--- config.mk ---
export PLATFORM = sky130hd
export DESIGN_NAME = muldiv_unit_flat
export DESIGN_NICKNAME = d
export VERILOG_FILES = /design/src/rtl/muldiv_unit_if.sv /design/src/rtl/muldiv_unit.sv /design/src/flat_wrapper.sv
export SDC_FILE = /design/constraint.sdc
export NUM_CORES = 2
export LEC_CHECK = 0
export CORE_MARGIN = 8
export CORE_UTILIZATION = 45
export CTS_BUF_LIST = sky130_fd_sc_hd__clkbuf_16
export CTS_CLUSTER_SIZE = 20
export DETAILED_ROUTE_END_ITERATION = 7
export RECOVER_POWER = 100
export SLEW_MARGIN = 10
export SYNTH_ARGS = -nofsm -noshare
export SYNTH_HDL_FRONTEND = slang
export SYNTH_SLANG_ARGS = --single-unit
export TNS_END_PERCENT = 5
--- constraint.sdc ---
create_clock -name clk -period 11 [get_ports clk]
set_input_delay 1.1 -clock clk [delete_from_list [all_inputs] [get_ports clk]]
set_output_delay 1.1 -clock clk [all_outputs]
set_load 0.02 [all_outputs]
--- src/rtl/muldiv_unit_if.sv ---
// muldiv_unit_if
// Bundles the EX-stage request and the stall/result handshake of the RV32M
// multiply/divide unit.
//   start_i      M-extension instruction valid in EX (held while stall_o=1)
//   funct3_i     operation select (MUL..REMU)
//   operand_a_i  rs1 after the forwarding mux
//   operand_b_i  rs2 after the forwarding mux
//   flush_i      squash the in-flight operation
//   stall_o      freeze PC, IF/ID and ID/EX
//   done_o       result_o valid this cycle
//   result_o     registered result
// The master modport is the pipeline side; the slave modport is the unit.
interface muldiv_unit_if;
  logic        start_i;
  logic [2:0]  funct3_i;
  logic [31:0] operand_a_i;
  logic [31:0] operand_b_i;
  logic        flush_i;
  logic        stall_o;
  logic        done_o;
  logic [31:0] result_o;

  modport master (
    output start_i, funct3_i, operand_a_i, operand_b_i, flush_i,
    input  stall_o, done_o, result_o
  );

  modport slave (
    input  start_i, funct3_i, operand_a_i, operand_b_i, flush_i,
    output stall_o, done_o, result_o
  );
endinterface

--- src/rtl/muldiv_unit.sv ---
// muldiv_unit
// Multi-cycle RV32M multiply/divide unit sitting in EX. Multiplies take a
// fixed two cycles; divides use a 32-step radix-2 restoring divider on the
// operand magnitudes, with divide-by-zero and signed overflow resolved in a
// single cycle. The pipeline is held with stall_o until the result is ready.
//   clk    rising-edge clock
//   rst_n  synchronous active-low reset
//   bus    muldiv_unit_if.slave: start/funct3/operands/flush in,
//          stall/done/result out
module muldiv_unit (
  input  logic          clk,
  input  logic          rst_n,
  muldiv_unit_if.slave  bus
);

  typedef enum logic [1:0] {
    IDLE = 2'd0,
    MUL  = 2'd1,
    DIV  = 2'd2,
    DONE = 2'd3
  } state_t;

  state_t      r_state;
  state_t      w_nextState;

  logic [1:0]  r_opSel;
  logic [31:0] r_opA;
  logic [31:0] r_opB;
  logic [31:0] r_quot;
  logic [31:0] r_rem;
  logic [31:0] r_divisor;
  logic [5:0]  r_cnt;
  logic        r_negQuot;
  logic        r_negRem;
  logic [31:0] r_result;

  logic        w_accept;
  logic        w_signedDiv;
  logic        w_divZero;
  logic        w_overflow;
  logic [31:0] w_absA;
  logic [31:0] w_absB;
  logic [31:0] w_specialResult;
  logic [32:0] w_mulA;
  logic [32:0] w_mulB;
  logic [63:0] w_product;
  logic [32:0] w_shift;
  logic        w_ge;
  logic [31:0] w_remNext;
  logic [31:0] w_quotNext;
  logic [31:0] w_divResult;

  // Request decode while idle. Odd funct3 codes are the unsigned divides.
  assign w_accept    = (r_state == IDLE) && bus.start_i && !bus.flush_i;
  assign w_signedDiv = !bus.funct3_i[0];
  assign w_divZero   = (bus.operand_b_i == 32'd0);
  assign w_overflow  = w_signedDiv && (bus.operand_a_i == 32'h8000_0000) &&
                       (bus.operand_b_i == 32'hFFFF_FFFF);
  assign w_absA = (w_signedDiv && bus.operand_a_i[31]) ? -bus.operand_a_i : bus.operand_a_i;
  assign w_absB = (w_signedDiv && bus.operand_b_i[31]) ? -bus.operand_b_i : bus.operand_b_i;

  // funct3[1] selects the remainder flavour of each special case.
  assign w_specialResult = w_divZero ? (bus.funct3_i[1] ? bus.operand_a_i : 32'hFFFF_FFFF)
                                     : (bus.funct3_i[1] ? 32'd0 : 32'h8000_0000);

  // 33-bit extension: a is signed for all but MULHU, b only for MUL/MULH.
  // Sign-extending to 64 bits keeps the low 64 product bits exact.
  assign w_mulA    = {(r_opSel != 2'b11) && r_opA[31], r_opA};
  assign w_mulB    = {!r_opSel[1] && r_opB[31], r_opB};
  assign w_product = {{31{w_mulA[32]}}, w_mulA} * {{31{w_mulB[32]}}, w_mulB};

  // Restoring step. The shifted partial remainder can exceed 32 bits for
  // large unsigned divisors, so the compare keeps the carried-out bit; the
  // subtraction itself fits in 32 bits whenever it is taken.
  assign w_shift     = {r_rem, r_quot[31]};
  assign w_ge        = (w_shift >= {1'b0, r_divisor});
  assign w_remNext   = w_ge ? (w_shift[31:0] - r_divisor) : w_shift[31:0];
  assign w_quotNext  = {r_quot[30:0], w_ge};
  assign w_divResult = r_opSel[1] ? (r_negRem  ? -w_remNext  : w_remNext)
                                  : (r_negQuot ? -w_quotNext : w_quotNext);

  always_ff @(posedge clk) begin
    if (!rst_n) r_state <= IDLE;
    else        r_state <= w_nextState;
  end

  always_comb begin
    w_nextState = r_state;
    case (r_state)
      IDLE: begin
        if (w_accept) begin
          if (!bus.funct3_i[2])            w_nextState = MUL;
          else if (w_divZero || w_overflow) w_nextState = DONE;
          else                              w_nextState = DIV;
        end
      end
      MUL:  w_nextState = DONE;
      DIV:  if (r_cnt == 6'd1) w_nextState = DONE;
      DONE: w_nextState = IDLE;
      default: w_nextState = IDLE;
    endcase
    if (bus.flush_i) w_nextState = IDLE;
  end

  // Datapath. Every result write is gated by flush so a squashed operation
  // leaves result_o untouched.
  always_ff @(posedge clk) begin
    if (!rst_n) begin
      r_opSel   <= 2'b00;
      r_opA     <= 32'd0;
      r_opB     <= 32'd0;
      r_quot    <= 32'd0;
      r_rem     <= 32'd0;
      r_divisor <= 32'd0;
      r_cnt     <= 6'd0;
      r_negQuot <= 1'b0;
      r_negRem  <= 1'b0;
      r_result  <= 32'd0;
    end else begin
      case (r_state)
        IDLE: begin
          if (w_accept) begin
            r_opSel   <= bus.funct3_i[1:0];
            r_opA     <= bus.operand_a_i;
            r_opB     <= bus.operand_b_i;
            r_quot    <= w_absA;
            r_rem     <= 32'd0;
            r_divisor <= w_absB;
            r_cnt     <= 6'd32;
            r_negQuot <= w_signedDiv && (bus.operand_a_i[31] ^ bus.operand_b_i[31]);
            r_negRem  <= w_signedDiv && bus.operand_a_i[31];
            if (bus.funct3_i[2] && (w_divZero || w_overflow))
              r_result <= w_specialResult;
          end
        end
        MUL: begin
          if (!bus.flush_i)
            r_result <= (r_opSel == 2'b00) ? w_product[31:0] : w_product[63:32];
        end
        DIV: begin
          if (!bus.flush_i) begin
            r_quot <= w_quotNext;
            r_rem  <= w_remNext;
            r_cnt  <= r_cnt - 6'd1;
            if (r_cnt == 6'd1) r_result <= w_divResult;
          end
        end
        default: ;
      endcase
    end
  end

  assign bus.stall_o  = w_accept || (r_state == MUL) || (r_state == DIV);
  assign bus.done_o   = (r_state == DONE);
  assign bus.result_o = r_result;

endmodule
--- src/flat_wrapper.sv ---
// flat-port wrapper written by rule: the top's interface ports become plain ports
module muldiv_unit_flat 
  (clk, rst_n, bus_start_i, bus_funct3_i, bus_operand_a_i, bus_operand_b_i, bus_flush_i, bus_stall_o, bus_done_o, bus_result_o);
  muldiv_unit_if bus_i ();
  input  logic clk;
  input  logic rst_n;
  input wire logic [$bits(bus_i.start_i)-1:0] bus_start_i;
  input wire logic [$bits(bus_i.funct3_i)-1:0] bus_funct3_i;
  input wire logic [$bits(bus_i.operand_a_i)-1:0] bus_operand_a_i;
  input wire logic [$bits(bus_i.operand_b_i)-1:0] bus_operand_b_i;
  input wire logic [$bits(bus_i.flush_i)-1:0] bus_flush_i;
  output wire logic [$bits(bus_i.stall_o)-1:0] bus_stall_o;
  output wire logic [$bits(bus_i.done_o)-1:0] bus_done_o;
  output wire logic [$bits(bus_i.result_o)-1:0] bus_result_o;
  assign bus_i.start_i = bus_start_i;
  assign bus_i.funct3_i = bus_funct3_i;
  assign bus_i.operand_a_i = bus_operand_a_i;
  assign bus_i.operand_b_i = bus_operand_b_i;
  assign bus_i.flush_i = bus_flush_i;
  assign bus_stall_o = bus_i.stall_o;
  assign bus_done_o = bus_i.done_o;
  assign bus_result_o = bus_i.result_o;
  muldiv_unit u_core (.clk(clk), .rst_n(rst_n), .bus(bus_i));
endmodule
Yosys cells after proc, flatten, opt, wreduce, memory -nomap -nowiden
Index checks and enable logic that the tools add are counted.
- word-level logic and storage cells: 89
- output and inout bits: 34
- bits of input ports: 71
- register bits after elaboration: 204
- eq/ne operators: 12
- bitwise operators: 2
- multipliers: 1
- add/sub/neg operators: 6
- reduce and logical (&&, ||, !) cells: 26
- magnitude comparators: 1
- muxes and demuxes: 30
- operators by type and width (kind ; count):
    $mux W32 ; 19
    $neg A32 Y32 ; 4
    $pmux W32 S2 ; 2
    $pmux W32 S3 ; 1
    $eq A32 B32 Y1 const B ; 2
    $mul A33 B33 Y64 ; 1
    $ge A33 B32 Y1 ; 1
    $logic_not A32 Y1 ; 1
    $sub A32 B32 Y32 ; 1
    $mux W6 ; 2
    $pmux W6 S2 ; 1
    $logic_and A1 B1 Y1 ; 10
    $ne A2 B2 Y1 const B ; 4
    $pmux W2 S4 ; 1
    $eq A6 B1 Y1 const B ; 1
    $mux W2 ; 3
    $reduce_and A6 Y1 ; 1
    $sub A6 B1 Y6 const B ; 1
    $eq A2 B2 Y1 const B ; 2
    $logic_not A2 Y1 ; 2
    $ne A2 B1 Y1 const B ; 2
    $reduce_and A2 Y1 ; 2
    $logic_not A1 Y1 ; 3
    $logic_or A1 B1 Y1 ; 3
    other kinds (8) ; 8

Logic depth before layout (Yosys ltp)
- depth after elaboration: 8
- gate-level depth with buffers: 33
- mapped depth without buffers: 30

Worst setup path before layout
OpenSTA, ideal clock, no wires.
- path type: register to register
- start: register u_core.r_opA[31]
- end: register u_core.r_result[31] (netlist: u_core.bus.result_o[31])
- buffers on the path: 4
- arrival: 8669 ps
- stages on the path, launching flop included: 32
- setup slack: 2215 ps
- required time: 10884 ps
- period minus slack after synthesis: 8785 ps
- path through: dfxtp_1 -> clkbuf_1 -> a21boi_0 -> clkbuf_1 -> clkbuf_1 -> nand2_1 -> fa_1 -> fa_1 -> inv_1 -> fa_1 -> inv_1 -> fa_1 -> inv_1 -> fa_1 -> fa_1 -> fa_1 -> inv_1 -> fa_1 -> inv_1 -> ha_1 -> clkbuf_1 -> nand2_1 -> nor3_1 -> a221o_1 -> a311oi_1 -> nand2_1 -> o21a_1 -> a31o_2 -> a21oi_1 -> a2111oi_0 -> nand3b_1 -> o211a_1
- word-level cells in the longest chain between the ends: 5
- RTL lines (what ; RTL line ; text):
    from (decl) ; muldiv_unit.sv:27 ; logic [31:0] r_opA;
    from (signal assigned) ; muldiv_unit.sv:124 ; r_opA <= bus.operand_a_i;
    $logic_and A1 B1 Y1 ; muldiv_unit.sv:68 ; assign w_mulA = {(r_opSel != 2'b11) && r_opA[31], r_opA};
    $mul A33 B33 Y64 * ; muldiv_unit.sv:70 ; assign w_product = {{31{w_mulA[32]}}, w_mulA} * {{31{w_mulB[32]}}, w_mulB};
    $mux W32 * ; muldiv_unit.sv:138 ; r_result <= (r_opSel == 2'b00) ? w_product[31:0] : w_product[63:32];
    $mux W32 * ; muldiv_unit.sv:137 ; if (!bus.flush_i)
    $pmux W32 S3 * ; muldiv_unit.sv:120 ; case (r_state)
    to (signal assigned) ; muldiv_unit.sv:133 ; r_result <= w_specialResult;
    to (signal assigned) ; muldiv_unit.sv:138 ;
    to (signal assigned) ; muldiv_unit.sv:145 ; if (r_cnt == 6'd1) r_result <= w_divResult;
    to (decl) ; muldiv_unit.sv:35 ; logic [31:0] r_result;
Every way passes the cells marked *; elsewhere a longest branch is shown, timed or not. The select of a mux whose other input is x is not followed.
A chain may end at the register's enable or synchronous reset.

Final worst setup path
- start: register u_core.r_opB[6]
- end: register u_core.r_result[31] (netlist: u_core.bus.result_o[31])
- word-level cells in the longest chain between the ends: 4
- RTL lines (what ; RTL line ; text):
    from (decl) ; muldiv_unit.sv:28 ; logic [31:0] r_opB;
    from (signal assigned) ; muldiv_unit.sv:125 ; r_opB <= bus.operand_b_i;
    $mul A33 B33 Y64 ; muldiv_unit.sv:70 ;
    $mux W32 ; muldiv_unit.sv:138 ;
    $mux W32 ; muldiv_unit.sv:137 ;
    $pmux W32 S3 ; muldiv_unit.sv:120 ;
Every way passes these cells. The select of a mux whose other input is x is not followed.

==> impl_metrics.ini <==
[cells_and_area]
drive_above_1_share_pct = 3.30
nets = 7407
syn_to_final_growth_pct = 6.42

[die]
start_util_pct = 45.4
chipHeight_um = 356
rows = 124
dieWidth_um = 356
ioPinCount = 105
die-area_mm2 = 0.127
coreArea_mm2 = 0.114

[logic_synthesis]
ys.flop_type = dfxtp_1
yosysUniqueCellTypes = 98
synth_area_mm2 = 0.0519
syn_avg_cell_area_um2 = 8.57
seq_area_frac_synth_pct = 7.83
synth_top_area_share_pct = 43.4
synthTopCellsByCount = 1,177 x inv_1, 1,126 x fa_1, 1,008 x nand2_1
synth-seq-cells = 203
synth_top_area_cell = fa_1
syn-num-nets = 7512
synth_warnings = 0
async_flop_share_pct = 0
synthCells = 6059
synth-edff-count = 0
yosysMostFrequentCell = inv_1
synth_area_leaders = fa_1 43%, inv_1 8.5%, dfxtp_1 7.8%, nand2_1 7.3%, ha_1 6.2%

[worst_setup_path]
slowest_delay_ns = 0.89
worst-path-buf-inv = 4
cp-end-kind = flip-flop
startpoint_type = flip-flop
cp_top_family = adder cells
crit_top_cell = fa_1
crit_arrival_ns = 10.32
cp.required_ns = 11.46
path_class = reg -> reg
worstPathMaxFanout = 19
slowest_stage = dfxtp_1

[clocking]
post-cts-setup-buffer-count = 0
ctsResizeCount = 0
cts_tree = built
cts-root-buf = clkbuf_16
clock_latency_ns = 0.59
clk_pin_slew_ns = 0.07
cts_made_buffers = 24
clk_path_buf_depth = 3
cts_num_sinks = 203
htreeDepth = 1
cts_hold_buf = 0

[route]
drt-vias-per-instance = 5.57
drt_first_pass_iters = 6
wl_mm = 170
drtIter0Drc = 3551
wl_per_cell_um = 22.8
vias = 41726
drc_errors = 0
final_antenna_net_count = 0

[timing]
fin_skew_ns = 0.0294
fin_crit_sh_pct = 89.6
period_minus_slack_ns = 9.86
hold_viol = 0
setup_tns_ns = 0
finalSetupViolCount = 0
worstMarginPinSlew_ns = 3.66
rsz0062_at_grt = false
max_slew_margin_pct = -144
drv_slew = 350
fmax_mhz = 101

[place]
routabilityCongestion = 0.953
port_buffers = 104
hpwl_mm = 138

[hold_path]
worst_hold_path_type = reg -> reg

[power]
switching_share_pct = 44.2
intPower_uw = 1890
peakVddDrop_v = 0.000102
p_leak_uw = 0.0261
p_comb_share_pct = 46.5
power_frac_seq_pct = 25.6
total_power_uw = 3390
p_clk_share_pct = 27.9
switching_power_uw = 1500
powerDensity_mw_per_mm2 = 61.3

[grt]
grt_max_degree = 82
grt_pass1_vias = 43539
grt_first_pass_wirelength_mm = 265
antenna_found_initial = 5
grt_usage_pct = 27.0
grt_overflow = 0

[run]
maxCapViolCount = 6

[run_status]
violations = max-capacitance violations, max-slew violations
status = finished, violations left
==> layout make-up <==
cell class,count,area (µm²)
timing repair buffer,214,1850
fill,11148,59100
clock buffer,24,601
inverter,1179,4430
tap,1512,1890
antenna,5,12.5
multi-input combinational,4332,42100
sequential,203,4070
clock inverter,17,285
==> logic make-up after synthesis <==
kind of cell / Yosys count / share of synthesized area (%)
AOI/OAI and AO/OA: 800 / 10.2
xor gates and xnor gates: 203 / 3.42
adders and majority gates: 1382 / 49.6
buffers and inverters: 1524 / 11.1
DFF: 203 / 7.83
muxes: 28 / 0.554
and+or+nand+nor: 1919 / 17.4
==> worst register-to-register path: stages, from the launching register on <==
cell	delay (ns)
dfxtp_1	0.89
clkbuf_1	0.72
nand2_1	0.37
fa_1	0.78
fa_1	0.57
fa_1	0.68
fa_1	0.58
inv_1	0.49
fa_1	0.56
fa_1	0.51
fa_1	0.49
inv_1	0.05
fa_1	0.47
inv_1	0.04
ha_1	0.38
nand2_1	0.10
nor3_1	0.06
a221o_1	0.29
a311oi_1	0.34
nand2_1	0.13
o21a_1	0.24
a31o_2	0.23
a21oi_1	0.25
a2111oi_0	0.13
nand3b_1	0.18
o211a_1	0.22
==> metal layers <==
| metal | global-route usage [%] | part of all wire [%] | vias to the layer above |
|---|---|---|---|
| met3 | 4.64 | 7.7 | 317 |
| li1 | - | - | 18280 |
| met4 | 9.37 | 4.3 | 2 |
| met1 | 36.8 | 42 | 21585 |
| met2 | 43.4 | 46 | 1542 |
| met5 | 0 | 0.0076 | - |
==> cell usage in the layout (no fill, tap or decap), types with 9 or more instances in the layout <==
| cell type | instances |
|---|---|
| or3_1 | 24 |
| and2_0 | 19 |
| a221oi_1 | 9 |
| dlygate4sd3_1 | 36 |
| a21oi_1 | 186 |
| o31a_1 | 9 |
| nor4_1 | 15 |
| buf_4 | 102 |
| o31ai_1 | 22 |
| nor3_1 | 47 |
| clkbuf_16 | 24 |
| or2_2 | 22 |
| o21ai_0 | 158 |
| and2_1 | 407 |
| o22ai_1 | 35 |
| nand3_1 | 34 |
| o21bai_1 | 10 |
| mux2i_1 | 22 |
| nand2b_1 | 29 |
| dfxtp_1 | 201 |
| nor2_1 | 195 |
| o21a_1 | 30 |
| nor2b_1 | 27 |
| a22oi_1 | 19 |
| fa_1 | 1126 |
| a21boi_0 | 79 |
| inv_1 | 1179 |
| o41ai_1 | 11 |
| nand2_1 | 1008 |
| xor2_1 | 74 |
| ha_1 | 255 |
| a211oi_1 | 37 |
| o2111ai_1 | 9 |
| xnor2_1 | 129 |
| and3_1 | 18 |
| a31oi_1 | 26 |
| a21o_1 | 53 |
| clkdlybuf4s50_1 | 67 |
| o211ai_1 | 18 |
| nand4_1 | 31 |
==> through the flow <==
step / instance area (µm²) / std cells / hold slack [ns] / utilization (%) / setup slack (ns)
6_report: 55300 / 7486 / 0.484 / 48.3 / 1.14
5_1_grt: 55200 / 7482 / 0.505 / 48.3 / 0.578
4_1_cts: 55300 / 7481 / 0.478 / 48.3 / 1.60
3_5_place_dp: 54400 / 7440 / 0.467 / 47.6 / 1.63
3_3_place_gp: 54400 / 7440 / 0.460 / 47.6 / 1.79
2_1_floorplan: 51900 / 6059 / 0.443 / - / 2.22
==> flip-flops by register name (all words and copies together), names as in the netlist <==
register,flops
u_core.r_opB,31
u_core.r_opA,32
u_core.r_cnt,6
u_core.bus.result_o,32
u_core.r_quot,32
u_core.r_divisor,32
u_core.r_rem,32
u_core.r_negRem,1
u_core.r_opSel,2
u_core.r_state,2
u_core.r_negQuot,1
==> power groups by stage <==
stage                     sequential, µW  clock, µW  combinational [µW]
after floorplan                      819          0                1040
after global placement               879          0                1530
after detailed placement             881          0                1540
after CTS                            864        953                1560
after global routing                 871        975                1720
final                                868        946                1570
==> path summary, 6_finish.rpt <==
| kind | from | endpoint | slack (ns) | cells past startpoint |
|---|---|---|---|---|
| worst max-delay path | u_core.r_opB[6]$_SDFFE_PN0P_ | u_core.bus.result_o[31]$_SDFFE_PN0P_ | 1.14 | 25 |
| worst min register to register | u_core.r_divisor[30]$_SDFFE_PN0P_ | u_core.r_divisor[30]$_SDFFE_PN0P_ | 0.48 | 2 |
| worst max register to register | u_core.r_opB[6]$_SDFFE_PN0P_ | u_core.bus.result_o[31]$_SDFFE_PN0P_ | 1.14 | 25 |
| worst min-delay path | u_core.r_divisor[30]$_SDFFE_PN0P_ | u_core.r_divisor[30]$_SDFFE_PN0P_ | 0.48 | 2 |
Note: power is estimated with default switching activity, not from simulation.
